===== config.mk =====
export PLATFORM = sky130hd
export DESIGN_NAME = y86_mem_arbiter
export DESIGN_NICKNAME = d
export VERILOG_FILES = /design/src/rtl/y86_mem_arb_pkg.sv /design/src/rtl/mem_arb_timer.sv /design/src/rtl/y86_mem_arbiter.sv
export SDC_FILE = /design/constraint.sdc
export NUM_CORES = 1
export LEC_CHECK = 0
export ABC_AREA = 1
export CAP_MARGIN = 20
export CELL_PAD_IN_SITES_DETAIL_PLACEMENT = 0
export CELL_PAD_IN_SITES_GLOBAL_PLACEMENT = 1
export CORE_MARGIN = 4
export CORE_UTILIZATION = 25
export CTS_BUF_LIST = sky130_fd_sc_hd__clkbuf_8
export CTS_CLUSTER_DIAMETER = 120
export DETAILED_ROUTE_END_ITERATION = 6
export PLACE_DENSITY = 0.67
export SYNTH_ARGS = -nofsm -noshare
export SYNTH_HDL_FRONTEND = slang
export SYNTH_SLANG_ARGS = --single-unit

===== constraint.sdc =====
create_clock -name clk -period 4.55 [get_ports clk]
set_input_delay 0.455 -clock clk [delete_from_list [all_inputs] [get_ports clk]]
set_output_delay 0.455 -clock clk [all_outputs]
set_load 0.05 [all_outputs]

===== src/rtl/y86_mem_arb_pkg.sv =====
// Shared types and sizes for the Y86-64 unified memory arbiter.
package y86_mem_arb_pkg;

  localparam int unsigned BEAT_BYTES  = 8;
  localparam int unsigned INSTR_BYTES = 10;
  localparam int unsigned ADDR_W      = 64;
  localparam int unsigned DATA_W      = 8 * BEAT_BYTES;
  localparam int unsigned INSTR_W     = 8 * INSTR_BYTES;

  typedef enum logic [2:0] {
    ST_IDLE,
    ST_DM_ACC,
    ST_IF_B0,
    ST_IF_B1,
    ST_RESP
  } arb_state_e;

  // Backend command payload presented on mem_we/mem_addr/mem_wdata.
  typedef struct packed {
    logic              we;
    logic [ADDR_W-1:0] addr;
    logic [DATA_W-1:0] wdata;
  } mem_cmd_t;

endpackage


===== src/rtl/mem_arb_timer.sv =====
// Per-beat timeout counter: cleared at beat start, counts waiting cycles.
module mem_arb_timer #(
  parameter int unsigned TIMEOUT = 15
) (
  input  logic clk,
  input  logic reset_n,
  input  logic load,
  input  logic run,
  output logic expired_c
);

  localparam int unsigned CNT_W = $clog2(TIMEOUT + 1);

  logic [CNT_W-1:0] count;

  // Waiting-cycle counter; load restarts it for a new beat.
  always_ff @(posedge clk or negedge reset_n) begin
    if (!reset_n) begin
      count <= '0;
    end else if (load) begin
      count <= '0;
    end else if (run) begin
      count <= count + CNT_W'(1);
    end
  end

  // Fires on the waiting cycle that would bring the count to TIMEOUT.
  assign expired_c = run && (count == CNT_W'(TIMEOUT - 1));

endmodule


===== src/rtl/y86_mem_arbiter.sv =====
// Arbitrates fetch and data requests onto one 64-bit single-ported memory.
module y86_mem_arbiter
  import y86_mem_arb_pkg::*;
#(
  parameter int unsigned MEM_SIZE = 4096,
  parameter int unsigned TIMEOUT  = 15
) (
  input  logic               clk,
  input  logic               reset_n,
  input  logic               if_req,
  input  logic [ADDR_W-1:0]  if_addr,
  output logic               if_ack,
  output logic [INSTR_W-1:0] if_instr,
  output logic               if_err,
  input  logic               dm_req,
  input  logic               dm_we,
  input  logic [ADDR_W-1:0]  dm_addr,
  input  logic [DATA_W-1:0]  dm_wdata,
  output logic               dm_ack,
  output logic [DATA_W-1:0]  dm_rdata,
  output logic               dm_err,
  output logic               mem_req,
  output logic               mem_we,
  output logic [ADDR_W-1:0]  mem_addr,
  output logic [DATA_W-1:0]  mem_wdata,
  input  logic               mem_ack,
  input  logic [DATA_W-1:0]  mem_rdata
);

  localparam logic [ADDR_W-1:0] DM_LAST = ADDR_W'(MEM_SIZE - BEAT_BYTES);
  localparam logic [ADDR_W-1:0] IF_LAST = ADDR_W'(MEM_SIZE - INSTR_BYTES);

  arb_state_e         state_q, state_d;
  logic               last_dm_q, last_dm_d;
  mem_cmd_t           cmd_q, cmd_d;
  logic [DATA_W-1:0]  beat0_q, beat0_d;
  logic               mem_req_d;
  logic               if_ack_d, if_err_d, dm_ack_d, dm_err_d;
  logic [INSTR_W-1:0] if_instr_d;
  logic [DATA_W-1:0]  dm_rdata_d;
  logic               grant_dm;
  logic               timer_load, timer_run, timer_expired;

  mem_arb_timer #(.TIMEOUT(TIMEOUT)) u_timer (
    .clk       (clk),
    .reset_n   (reset_n),
    .load      (timer_load),
    .run       (timer_run),
    .expired_c (timer_expired)
  );

  assign mem_we    = cmd_q.we;
  assign mem_addr  = cmd_q.addr;
  assign mem_wdata = cmd_q.wdata;

  // State and registered outputs; reset abandons any transaction in flight.
  always_ff @(posedge clk or negedge reset_n) begin
    if (!reset_n) begin
      state_q   <= ST_IDLE;
      last_dm_q <= 1'b0;
      cmd_q     <= '0;
      beat0_q   <= '0;
      mem_req   <= 1'b0;
      if_ack    <= 1'b0;
      if_instr  <= '0;
      if_err    <= 1'b0;
      dm_ack    <= 1'b0;
      dm_rdata  <= '0;
      dm_err    <= 1'b0;
    end else begin
      state_q   <= state_d;
      last_dm_q <= last_dm_d;
      cmd_q     <= cmd_d;
      beat0_q   <= beat0_d;
      mem_req   <= mem_req_d;
      if_ack    <= if_ack_d;
      if_instr  <= if_instr_d;
      if_err    <= if_err_d;
      dm_ack    <= dm_ack_d;
      dm_rdata  <= dm_rdata_d;
      dm_err    <= dm_err_d;
    end
  end

  // Grant, beat sequencing, range/timeout errors and response formation.
  always_comb begin
    state_d    = state_q;
    last_dm_d  = last_dm_q;
    cmd_d      = cmd_q;
    beat0_d    = beat0_q;
    mem_req_d  = mem_req;
    if_ack_d   = 1'b0;
    if_instr_d = if_instr;
    if_err_d   = if_err;
    dm_ack_d   = 1'b0;
    dm_rdata_d = dm_rdata;
    dm_err_d   = dm_err;
    grant_dm   = 1'b0;
    timer_load = 1'b0;
    timer_run  = 1'b0;

    case (state_q)
      ST_IDLE: begin
        grant_dm = dm_req && (!if_req || !last_dm_q);
        if (grant_dm) begin
          if (dm_addr > DM_LAST) begin
            state_d    = ST_RESP;
            last_dm_d  = 1'b1;
            dm_ack_d   = 1'b1;
            dm_err_d   = 1'b1;
            dm_rdata_d = '0;
          end else begin
            state_d     = ST_DM_ACC;
            mem_req_d   = 1'b1;
            cmd_d.we    = dm_we;
            cmd_d.addr  = dm_addr;
            cmd_d.wdata = dm_wdata;
            timer_load  = 1'b1;
          end
        end else if (if_req) begin
          if (if_addr > IF_LAST) begin
            state_d    = ST_RESP;
            last_dm_d  = 1'b0;
            if_ack_d   = 1'b1;
            if_err_d   = 1'b1;
            if_instr_d = '0;
          end else begin
            state_d     = ST_IF_B0;
            mem_req_d   = 1'b1;
            cmd_d.we    = 1'b0;
            cmd_d.addr  = if_addr;
            cmd_d.wdata = '0;
            timer_load  = 1'b1;
          end
        end
      end

      ST_DM_ACC: begin
        timer_run = !mem_ack;
        if (mem_ack || timer_expired) begin
          state_d    = ST_RESP;
          mem_req_d  = 1'b0;
          last_dm_d  = 1'b1;
          dm_ack_d   = 1'b1;
          dm_err_d   = !mem_ack;
          dm_rdata_d = (mem_ack && !cmd_q.we) ? mem_rdata : '0;
        end
      end

      ST_IF_B0: begin
        timer_run = !mem_ack;
        if (mem_ack) begin
          state_d    = ST_IF_B1;
          beat0_d    = mem_rdata;
          cmd_d.addr = cmd_q.addr + ADDR_W'(BEAT_BYTES);
          timer_load = 1'b1;
        end else if (timer_expired) begin
          state_d    = ST_RESP;
          mem_req_d  = 1'b0;
          last_dm_d  = 1'b0;
          if_ack_d   = 1'b1;
          if_err_d   = 1'b1;
          if_instr_d = '0;
        end
      end

      ST_IF_B1: begin
        timer_run = !mem_ack;
        if (mem_ack || timer_expired) begin
          state_d    = ST_RESP;
          mem_req_d  = 1'b0;
          last_dm_d  = 1'b0;
          if_ack_d   = 1'b1;
          if_err_d   = !mem_ack;
          if_instr_d = mem_ack ? {mem_rdata[15:0], beat0_q} : '0;
        end
      end

      ST_RESP: state_d = ST_IDLE;

      default: state_d = ST_IDLE;
    endcase
  end

endmodule


==> run_results.csv <==
group,metric,value,unit
clock_tree,cts.path.max_buffers,3,
die,initial_core_util,0.254,
synthesis,yosysWarnings,0,
layout,final_common_cell,"nand2_1",
synthesis,syn_area_per_cell,7.45,um^2
clock_tree,cts_made_buffers,70,
timing,slew_headroom,0.429,
synthesis,netlist_instances,2307,
die,io_pins,540,
synthesis,synth_cell_type_count,32,
route,drc,0,
layout,fillers,7019,
timing,max_freq,372,MHz
timing,setup_viol,0,
hold_path,hold_path_class,"in2reg",
synthesis,yosysSeqAreaShare,0.509,
grt,grt_overflow_total,0,
timing,hold_viol_final,0,
synthesis,synth_area,0.0172,mm^2
route,drtAntennaViolNets,0,
critical_path,cp.required,5.09,ns
layout,final_cell_mix,"nand2_1, clkdlybuf4s50_1, dfrtp_1",
timing,clock-skew-final,0.0459,ns
timing,fin_crit_sh,0.591,
synthesis,synth.net_count,2572,
grt,antenna_found_initial,9,
synthesis,synth_area_leaders,"dfrtp_1, nand2_1, nand3_1",
die,die_height,270,um
critical_path,criticalPathCategory,"in2reg",
clock_tree,cts_resized,0,
power_and_ir_drop,leakage,11.5,nW
critical_path,arrival,3.23,ns
route,post_drt_wl_per_cell,19.9,um
synthesis,yosys_register_bits,350,
critical_path,cp_max_fo,36,
grt,grt_max_degree,100,
grt,grt_usage,0.198,
timing,rsz0062_at_grt,"false",
grt,grt_pass1_vias,17700,
critical_path,startpoint_type,"primary input",
timing,worst_pin_slew,0.849,ns
timing,final.setup.worst_slack,1.86,ns
die,die_area,0.0730,mm^2
route,via_per_inst,4.68,
clock_tree,cts_root_buffer,"clkbuf_8",
clock_tree,clock_latency,0.67,ns
placed_design,port_buffers,539,
layout,finish.utilization,0.368,
die,rows,95,
timing,layout_min_cycle_time,2.69,ns
placed_design,place_hpwl,55100,um
placed_design,place_congestion,0.876,
synthesis,yosysTopAreaCell,"dfrtp_1",
power_and_ir_drop,power_density,303,mW/mm^2
die,core,0.0676,mm^2
route,dr_total_vias,17600,
route,routed_wl,74800,um
layout,area_delta_synth_final,44.7,%
clock_tree,path_clk_slew,0.06,ns
grt,grt_pass1_wl,112000,um
route,drt_iter0_markers,1091,
placed_design,post-place-ws,1.13,ns
timing,fin_setup_tns,0,ns
run_status,status,"completed",
layout,drive_above_1_share,0.0490,
synthesis,synth_top_area_frac,0.509,
clock_tree,post_cts_buffers,0,
route,dr.pass1.iters,6,
job,maxCapViolCount,0,
die,dieWidth,270,um
clock_tree,h-tree-depth,3,
timing,hold_slack,0.334,ns
layout,final_nets,3089,
critical_path,end_kind,"flop",
clock_tree,cts_hold_buf,1,
power_and_ir_drop,ir_drop,0.198,mV
timing,final_max_slew_viol_count,0,
clock_tree,cts_tree,"built",
clock_tree,cts_sinks,350,
[cell usage after synthesis, drive strengths merged]
| cell | count |
|---|---|
| a21o | 1 |
| a21oi | 9 |
| and2 | 10 |
| and3 | 1 |
| buf | 32 |
| clkbuf | 86 |
| dfrtp | 350 |
| ha | 3 |
| inv | 142 |
| nand2 | 850 |
| nand3 | 249 |
| nand3b | 1 |
| nand4 | 17 |
| nor2 | 242 |
| nor3 | 9 |
| o211ai | 7 |
| o21ai | 244 |
| o21bai | 14 |
| o22ai | 9 |
| o2bb2ai | 2 |
| or2 | 3 |
| xnor2 | 15 |
| xor2 | 11 |
[metal layers]
metal / track usage / up-vias / part of all wire
met4: 0.0919 / 6 / 0.047
met2: 0.332 / 586 / 0.48
met3: 0.0562 / 155 / 0.071
met5: 0 / - / 0.00064
li1: - / 8408 / -
met1: 0.235 / 8422 / 0.40
[cell type report]
type / count / area, um^2 / share of cell area
diodes: 6 / 15.0 / 0.000603
clock buffers: 81 / 1110 / 0.0448
clock inverters: 42 / 305 / 0.0123
inverters: 142 / 533 / 0.0214
multi-input cells: 1697 / 7420 / 0.298
flip-flops and latches: 350 / 8760 / 0.352
well taps: 873 / 1090 / 0.0439
repair buffers: 563 / 5650 / 0.227
[registers in the layout (all words and copies together) (netlist names), 3 cells and up]
register       flops
dm_rdata          64
if_instr          80
u_timer.count      4
mem_wdata         64
mem_addr          64
beat0_q           64
state_q            3
[logic make-up (layout without fill, tap and decap cells)]
logic type / after synthesis / count (layout) / share of synthesized area
AO/OA/AOI/OAI: 286 / 286 / 0.0876
XOR/XNOR: 26 / 26 / 0.0132
flip-flops: 350 / 350 / 0.509
buffers and inverters: 260 / 828 / 0.0614
other: 0 / 6 / 0
adder cells (fa/ha/maj): 3 / 3 / 0.00218
AND/OR/NAND/NOR: 1382 / 1382 / 0.326
[worst paths after layout]
kind                              startpoint       endpoint  slack, ns  cells after the start
max in group asynchronous            reset_n   if_instr[73]       2.86                      3
min in group asynchronous            reset_n  mem_wdata[37]       0.40                      2
worst min register to register   beat0_q[41]   if_instr[41]       0.47                      2
worst min-delay path            dm_wdata[12]  mem_wdata[12]       0.33                      3
worst max-delay path             dm_addr[45]   dm_rdata[22]       1.86                     13
worst max register to register    state_q[2]   if_instr[79]       1.89                      9
[per-stage QoR]
stage | cell area [um^2] | cells | power [mW]
global placement | 23400 | 3623 | 4.28
finish | 24900 | 3754 | 7.53
global route | 24900 | 3754 | 7.90
floorplan | 17200 | 2307 | 3.70
CTS | 24900 | 3748 | 7.69
detailed placement | 23400 | 3624 | 4.29
[critical path, stage by stage]
cell and delay (ns):
clkdlybuf4s50_1 0.45, nor2_1 0.22, nand2_1 0.08, nor2_1 0.13
nand2_1 0.07, nor2_1 0.37, nand3_1 0.24, nand2_1 0.16
nand2_1 0.11, inv_2 0.47, buf_12 0.29, nand2_1 0.06
o21ai_0 0.09
[power breakdown]
group / internal (mW) / switching (mW) / leakage (nW)
clock: 1.78 / 1.54 / 0.828
combinational: 0.373 / 0.682 / 5.81
sequential: 3.15 / 0.0182 / 4.87
No activity file was read; power rests on OpenSTA's default activity.
